$ cat config.mk
export PLATFORM = sky130hd
export DESIGN_NAME = lif_membrane_update
export DESIGN_NICKNAME = d
export VERILOG_FILES = /design/src/rtl/lif_membrane_update.sv
export SDC_FILE = /design/constraint.sdc
export NUM_CORES = 1
export LEC_CHECK = 0
export BUFFER_PORTS_ARGS = -buffer_cell sky130_fd_sc_hd__buf_2
export CORE_MARGIN = 5
export CORE_UTILIZATION = 40
export DETAILED_ROUTE_END_ITERATION = 6
export GPL_TIMING_DRIVEN = 0
export PLACE_DENSITY_LB_ADDON = 0.2
export SLEW_MARGIN = 30
export SYNTH_ARGS = -nofsm -noshare
export SYNTH_HDL_FRONTEND = slang
export SYNTH_SLANG_ARGS = --single-unit
$ cat constraint.sdc
create_clock -name clk -period 11.3 [get_ports clk]
set_input_delay 2.26 -clock clk [delete_from_list [all_inputs] [get_ports clk]]
set_output_delay 2.26 -clock clk [all_outputs]
set_load 0.005 [all_outputs]
$ cat src/rtl/lif_membrane_update.sv
// ============================================================================
// Module      : lif_membrane_update
// Description : Leaky integrate-and-fire update stage. It leaks, integrates and
//               thresholds a Q12.9 membrane potential, then drives the
//               potential register and enforces a refractory period.
// Revision    : 1.0 - initial release
// ============================================================================
`default_nettype none

module lif_membrane_update #(
    parameter int WIDTH      = 21,
    parameter int V_REST     = -35840,
    parameter int V_TH       = -28160,
    parameter int LEAK_SHIFT = 4,
    parameter int REF_STEPS  = 5
) (
    input  logic                    clk,
    input  logic                    rst,
    input  logic                    step,
    input  logic signed [WIDTH-1:0] v_in,
    input  logic signed [WIDTH-1:0] i_syn,
    output logic signed [WIDTH-1:0] v_next,
    output logic                    set_v,
    output logic                    spike,
    output logic                    busy,
    output logic                    refractory
);

    localparam logic signed [WIDTH-1:0] c_v_rest   = WIDTH'(V_REST);
    localparam logic signed [WIDTH-1:0] c_v_th     = WIDTH'(V_TH);
    localparam logic        [7:0]       c_ref_load = 8'(REF_STEPS);
    localparam logic signed [WIDTH+1:0] c_sum_max  = (WIDTH+2)'(2**(WIDTH-1) - 1);
    localparam logic signed [WIDTH+1:0] c_sum_min  = ~c_sum_max;

    typedef enum logic [2:0] {
        S_IDLE    = 3'd0,
        S_CALC    = 3'd1,
        S_WRITE   = 3'd2,
        S_SETTLE  = 3'd3,
        S_REFRACT = 3'd4
    } state_t;

    state_t                  r_state;
    logic signed [WIDTH-1:0] r_v;
    logic signed [WIDTH-1:0] r_i;
    logic signed [WIDTH:0]   r_leak;
    logic signed [WIDTH-1:0] r_sat;
    logic        [7:0]       r_ref_cnt;

    logic signed [WIDTH:0]   w_diff;
    logic signed [WIDTH:0]   w_leak;
    logic signed [WIDTH+1:0] w_sum;
    logic signed [WIDTH-1:0] w_sat;

    // One extra bit keeps v_in - V_REST exact across the full input range.
    assign w_diff = {v_in[WIDTH-1], v_in} - {c_v_rest[WIDTH-1], c_v_rest};
    assign w_leak = w_diff >>> LEAK_SHIFT;
    assign w_sum  = {{2{r_v[WIDTH-1]}}, r_v}
                  + {{2{r_i[WIDTH-1]}}, r_i}
                  - {r_leak[WIDTH], r_leak};

    always_comb begin
        w_sat = w_sum[WIDTH-1:0];
        if (w_sum > c_sum_max) begin
            w_sat = c_sum_max[WIDTH-1:0];
        end else if (w_sum < c_sum_min) begin
            w_sat = c_sum_min[WIDTH-1:0];
        end
    end

    always_ff @(posedge clk or posedge rst) begin
        if (rst) begin
            r_state    <= S_IDLE;
            r_v        <= '0;
            r_i        <= '0;
            r_leak     <= '0;
            r_sat      <= '0;
            r_ref_cnt  <= '0;
            v_next     <= c_v_rest;
            set_v      <= 1'b1;
            spike      <= 1'b0;
            busy       <= 1'b0;
            refractory <= 1'b0;
        end else begin
            case (r_state)
                S_IDLE: begin
                    // Also releases the set request left over from reset.
                    set_v <= 1'b0;
                    if (step) begin
                        r_v     <= v_in;
                        r_i     <= i_syn;
                        r_leak  <= w_leak;
                        busy    <= 1'b1;
                        r_state <= S_CALC;
                    end
                end
                S_CALC: begin
                    r_sat   <= w_sat;
                    r_state <= S_WRITE;
                end
                S_WRITE: begin
                    if (r_sat >= c_v_th) begin
                        v_next     <= c_v_rest;
                        set_v      <= 1'b1;
                        spike      <= 1'b1;
                        r_ref_cnt  <= c_ref_load;
                        refractory <= 1'b1;
                    end else begin
                        v_next <= r_sat;
                        set_v  <= 1'b0;
                        spike  <= 1'b0;
                    end
                    r_state <= S_SETTLE;
                end
                S_SETTLE: begin
                    spike   <= 1'b0;
                    set_v   <= 1'b0;
                    busy    <= 1'b0;
                    r_state <= (r_ref_cnt != 8'd0) ? S_REFRACT : S_IDLE;
                end
                S_REFRACT: begin
                    // Steps are consumed here without integrating i_syn.
                    if (step) begin
                        r_ref_cnt <= r_ref_cnt - 8'd1;
                        if (r_ref_cnt == 8'd1) begin
                            refractory <= 1'b0;
                            r_state    <= S_IDLE;
                        end
                    end
                end
                default: begin
                    r_state <= S_IDLE;
                end
            endcase
        end
    end

endmodule

`default_nettype wire

Word level (Yosys, flattened, before mapping)
Cells that the tools add are included.
W data, S select, Z words.
{ "classes": {"addsub": 4, "n_lt_le_gt_ge": 3, "eq_ne": 9, "muxes": 20, "reduce_logical": 12} }
{ "op_table": {"columns": ["cell", "count"], "rows": [
  ["$mux W21", 3],
  ["$gt A23 B21 Y1 const B", 1],
  ["$lt A23 B21 Y1 const B", 1],
  ["$sub A22 B18 Y23", 1],
  ["$add A21 B21 Y22", 1],
  ["$sub A21 B17 Y22 const B", 1],
  ["$ge A21 B16 Y1 const B", 1],
  ["$mux W8", 2],
  ["$pmux W8 S2", 1],
  ["$pmux W3 S5", 1],
  ["$mux W3", 4],
  ["$eq A8 B1 Y1 const B", 1],
  ["$ne A2 B2 Y1 const B", 4],
  ["$pmux W1 S2", 4],
  ["$reduce_bool A2 Y1", 4],
  ["$reduce_bool A8 Y1", 1],
  ["$sub A8 B1 Y8 const B", 1],
  ["$eq A3 B2 Y1 const B", 2],
  ["$reduce_and A3 Y1", 2],
  ["$mux W1", 5],
  ["$reduce_and A2 Y1", 2],
  ["$reduce_and A4 Y1", 1],
  ["$eq A3 B1 Y1 const B", 1],
  ["$eq A3 B3 Y1 const B", 1],
  ["2 further kinds", 2]
]} }
{ "word_totals": {"register_bits": 117, "out_inout_bits": 25, "word_cells": 59} }

Logic depth before layout (Yosys ltp)
{ "depth": {"word_depth": 5, "depth_mapped": 16, "mapped_depth_nobuf": 14} }

Least setup slack after synthesis
Ideal clock, no wire load.
{ "synth_timing": {"path_kind": "input-to-reg", "start": "input port step", "end": "register r_ref_cnt[7]", "setup_time_ps": 77, "arrival_time_ps": 3430, "t_required_ps": 11223, "setup_slack_ps": 7793, "stages": 6, "path_buffers": 1, "path_cell_list": "clkbuf_1 -> nand2_1 -> a21oi_1 -> nand4_1 -> or3_1 -> a21oi_1"} }
{ "synth_between": {"elab_chain_cells": 2} }
{ "synth_lines": {"columns": ["item", "line_no", "text"], "rows": [
  ["start: declaration", "19", "input logic step,"],
  ["$ne A2 B2 Y1 (no source line)", null, null],
  ["$reduce_and A3 Y1 (no source line)", null, null],
  ["end signal: assignment", "106", "r_ref_cnt <= c_ref_load;"],
  ["end signal: assignment", "124", "r_ref_cnt <= r_ref_cnt - 8'd1;"],
  ["end: declaration", "48", "logic [7:0] r_ref_cnt;"]
]} }
Every way passes these cells.
A chain may end at the register's enable or synchronous reset.

Worst setup path in the final report
{ "layout_timing": {"start": "register r_v[6]", "end": "register r_sat[11]"} }
{ "layout_between": {"elab_chain_cells": 5, "elab_cells_between_ends": 6} }
{ "layout_lines": {"columns": ["item", "line_no", "text"], "rows": [
  ["start: declaration", "44", "logic signed [WIDTH-1:0] r_v;"],
  ["start signal: assignment", "90", "r_v <= v_in;"],
  ["$add A21 B21 Y22 *", "59", "+ {{2{r_i[WIDTH-1]}}, r_i}"],
  ["$sub A22 B18 Y23 *", "60", "- {r_leak[WIDTH], r_leak};"],
  ["$lt A23 B21 Y1", "66", "end else if (w_sum < c_sum_min) begin"],
  ["$mux W21", "66", null],
  ["$mux W21 *", "64", "if (w_sum > c_sum_max) begin"],
  ["end signal: assignment", "98", "r_sat <= w_sat;"],
  ["end: declaration", "47", "logic signed [WIDTH-1:0] r_sat;"]
]} }
Mark *: on every way between the ends. The rest lies on a longest branch, timed or not.

==> results.json <==
{
  "synth_seq_cells": 111,
  "cp-start-kind": "register",
  "avgSynthCellArea_sq_um": 9.42,
  "io_pins": 70,
  "max_freq_mhz": 267,
  "cp.required_ns": 11.54,
  "synth.distinct_cells": 64,
  "cp_max_fo": 10,
  "hp-class": "reg2reg",
  "stdcell_area_sq_um": 7450,
  "rsz0062_at_grt": "false",
  "synth.top_cells.by_area": "dfrtp_1 39%, fa_1 6.5%, o21ai_0 5.9%",
  "antenna_found_initial": 0,
  "yosysSeqAreaShare": 0.431,
  "drc": 0,
  "h-tree-depth": 3,
  "synth_top_cell_by_area": "dfrtp_1",
  "cts-root-buf": "clkbuf_16",
  "detail_route.wl_per_cell_um": 15.1,
  "run_status": "complete, no violations",
  "coreArea_sq_um": 15900,
  "diodes": 0,
  "synthCells": 688,
  "grt_overflow_total": 0,
  "fin_crit_ns": 3.75,
  "synth_flop_cell": "dfrtp_1",
  "worstMarginPinSlew_ns": 0.742,
  "dieHeight_um": 137,
  "cts_buffers": 9,
  "end_kind": "register",
  "post_cts_buffers": 0,
  "clock-sinks": 111,
  "grt_pass1_vias": 5121,
  "synth_commonest_cells": "101 x dfrtp_1, 99 x inv_1, 77 x nand2_1",
  "relSlewSlack": 0.499,
  "die_area_sq_um": 18800,
  "num-nets-final": 862,
  "max-cap-violations": 0,
  "die_width_um": 137,
  "yosysMostFrequentCell": "dfrtp_1",
  "grt.total_usage": 0.168,
  "hold_violations": 0,
  "drive_above_1_share": 0.151,
  "areaGrowthSynthToFinish_pct": 15.0,
  "dp_hpwl_mm": 11.7,
  "vias": 5037,
  "finalMaxSlewViolations": 0,
  "clockBufferDepth": 2,
  "ys_warn_count": 0,
  "clkLatencyLatePin_ns": 0.35,
  "skew_ns": 0.00864,
  "std_cell_rows": 46,
  "async_flop_share": 1.00,
  "cts_tree": "built",
  "vias_per_cell": 5.09,
  "cp.arrival_ns": 3.98,
  "drtIter0Drc": 198,
  "critical_path_class": "reg2reg",
  "grt_pass1_wl_mm": 25.2,
  "port_buffers": 69,
  "syn-num-nets": 781,
  "gp_congestion": 0.863,
  "detail-route-antenna-nets": 0,
  "synth_area_sq_um": 6480,
  "period_share": 0.332,
  "synth_top_cell_area_share": 0.390,
  "cts_resized": 0,
  "start_util": 0.408,
  "cts-hold-fix-buffers": 0,
  "synth_edf_count": 0,
  "setup_viol": 0,
  "nFillCells": 1572,
  "first_pass_iters": 4,
  "fin_setup_tns_ns": 0,
  "clk_pin_slew_worst_paths_ns": 0.07,
  "placed_cell_area_sq_um": 7130,
  "grt_max_degree": 59,
  "wl_mm": 14.9
}
## state kept, by name, summed over array words and instances, names as in the netlist
register and flops:
refractory 1, set_v 1, r_ref_cnt 8, r_sat 21, r_leak 12, r_i 21
spike 1, r_state 3, busy 1, v_next 21, r_v 21
## path summary, 6_finish.rpt
path / start / to / slack [ns] / depth (start not counted)
min in group asynchronous: rst / v_next[4] / 1.92 / 2
max in group asynchronous: rst / r_i[17] / 8.78 / 3
max: r_v[6] / r_sat[11] / 7.55 / 13
min reg2reg: v_next[20] / v_next[20] / 0.50 / 1
max reg2reg: r_v[6] / r_sat[11] / 7.55 / 13
min: v_next[20] / v_next[20] / 0.50 / 1
## logic make-up after synthesis
kind of cell / count (synthesis) / share of synthesized area
buffers and inverters: 130 / 0.0793
AND/OR/NAND/NOR: 168 / 0.122
XOR/XNOR: 31 / 0.0419
AO/OA/AOI/OAI: 200 / 0.209
adder cells (fa/ha/maj): 48 / 0.117
flip-flops: 111 / 0.431
## layout by cell type, fill, tap and decap left out, types with 2 or more instances in the layout
master and instances:
o2111ai_1 2, or4_1 2, dfrtp_1 101, clkbuf_16 9
nand3_1 13, o311a_1 2, a21o_1 8, o21ai_0 76
a221o_1 19, nor2_1 28, a21oi_1 30, o22ai_1 2
nor3_1 10, o21a_1 8, or3_1 4, and3_1 5
ha_1 27, and2_1 2, nand4_1 5, dfstp_2 10
nand2_1 77, o31a_1 3, fa_1 21, clkbuf_8 3
buf_2 74, a32o_1 2, xnor2_1 18, xor2_1 13
nor2b_1 6, a22o_1 12, a211oi_1 3, clkbuf_1 22
o22a_1 6, nand2b_1 7, a31oi_1 9, inv_1 98
## cell type report
class,instances,area [sq um],share of cell area
Sequential cell,111,2790,0.374
Clock buffer,12,267,0.0358
Inverter,99,379,0.0509
Buffer,31,143,0.0191
Multi-Input combinational cell,447,3180,0.427
Tap cell,216,270,0.0363
Clock inverter,4,51.3,0.00688
Timing Repair Buffer,70,373,0.0500
## metrics by stage
stage                     setup WS, ns  cells  hold slack (ns)  utilization
after global placement            4.85    973            0.481        0.447
after CTS                         7.56    990            0.499        0.469
after detailed placement          7.18    974            0.490        0.449
after global routing              7.34    990            0.521        0.469
after floorplan                   6.13    688            0.452            -
final                             7.55    990            0.497        0.469
## worst max-delay path: stages, from the launching register on
cell      delay, ns
dfrtp_1        0.37
inv_1          0.08
fa_1           0.51
inv_1          0.04
ha_1           0.38
a211oi_1       0.33
o21ai_0        0.20
a2111o_1       0.42
o21ai_2        0.20
o311ai_1       0.21
o21a_1         0.21
buf_2          0.17
clkbuf_1       0.22
a221o_1        0.30
## layer usage
metal / up-vias / share of wire / routed length (um) / global-route usage
li1: 2520 / - / - / -
met3: 13 / 0.043 / 638 / 0.0321
met1: 2417 / 0.48 / 7150 / 0.227
met5: - / 0 / 0 / 0
met4: 0 / 0.014 / 211 / 0.0438
met2: 87 / 0.46 / 6940 / 0.277
Power is not shown: default switching activity piles up to over one toggle a cycle in this logic, so the estimate is an artifact.
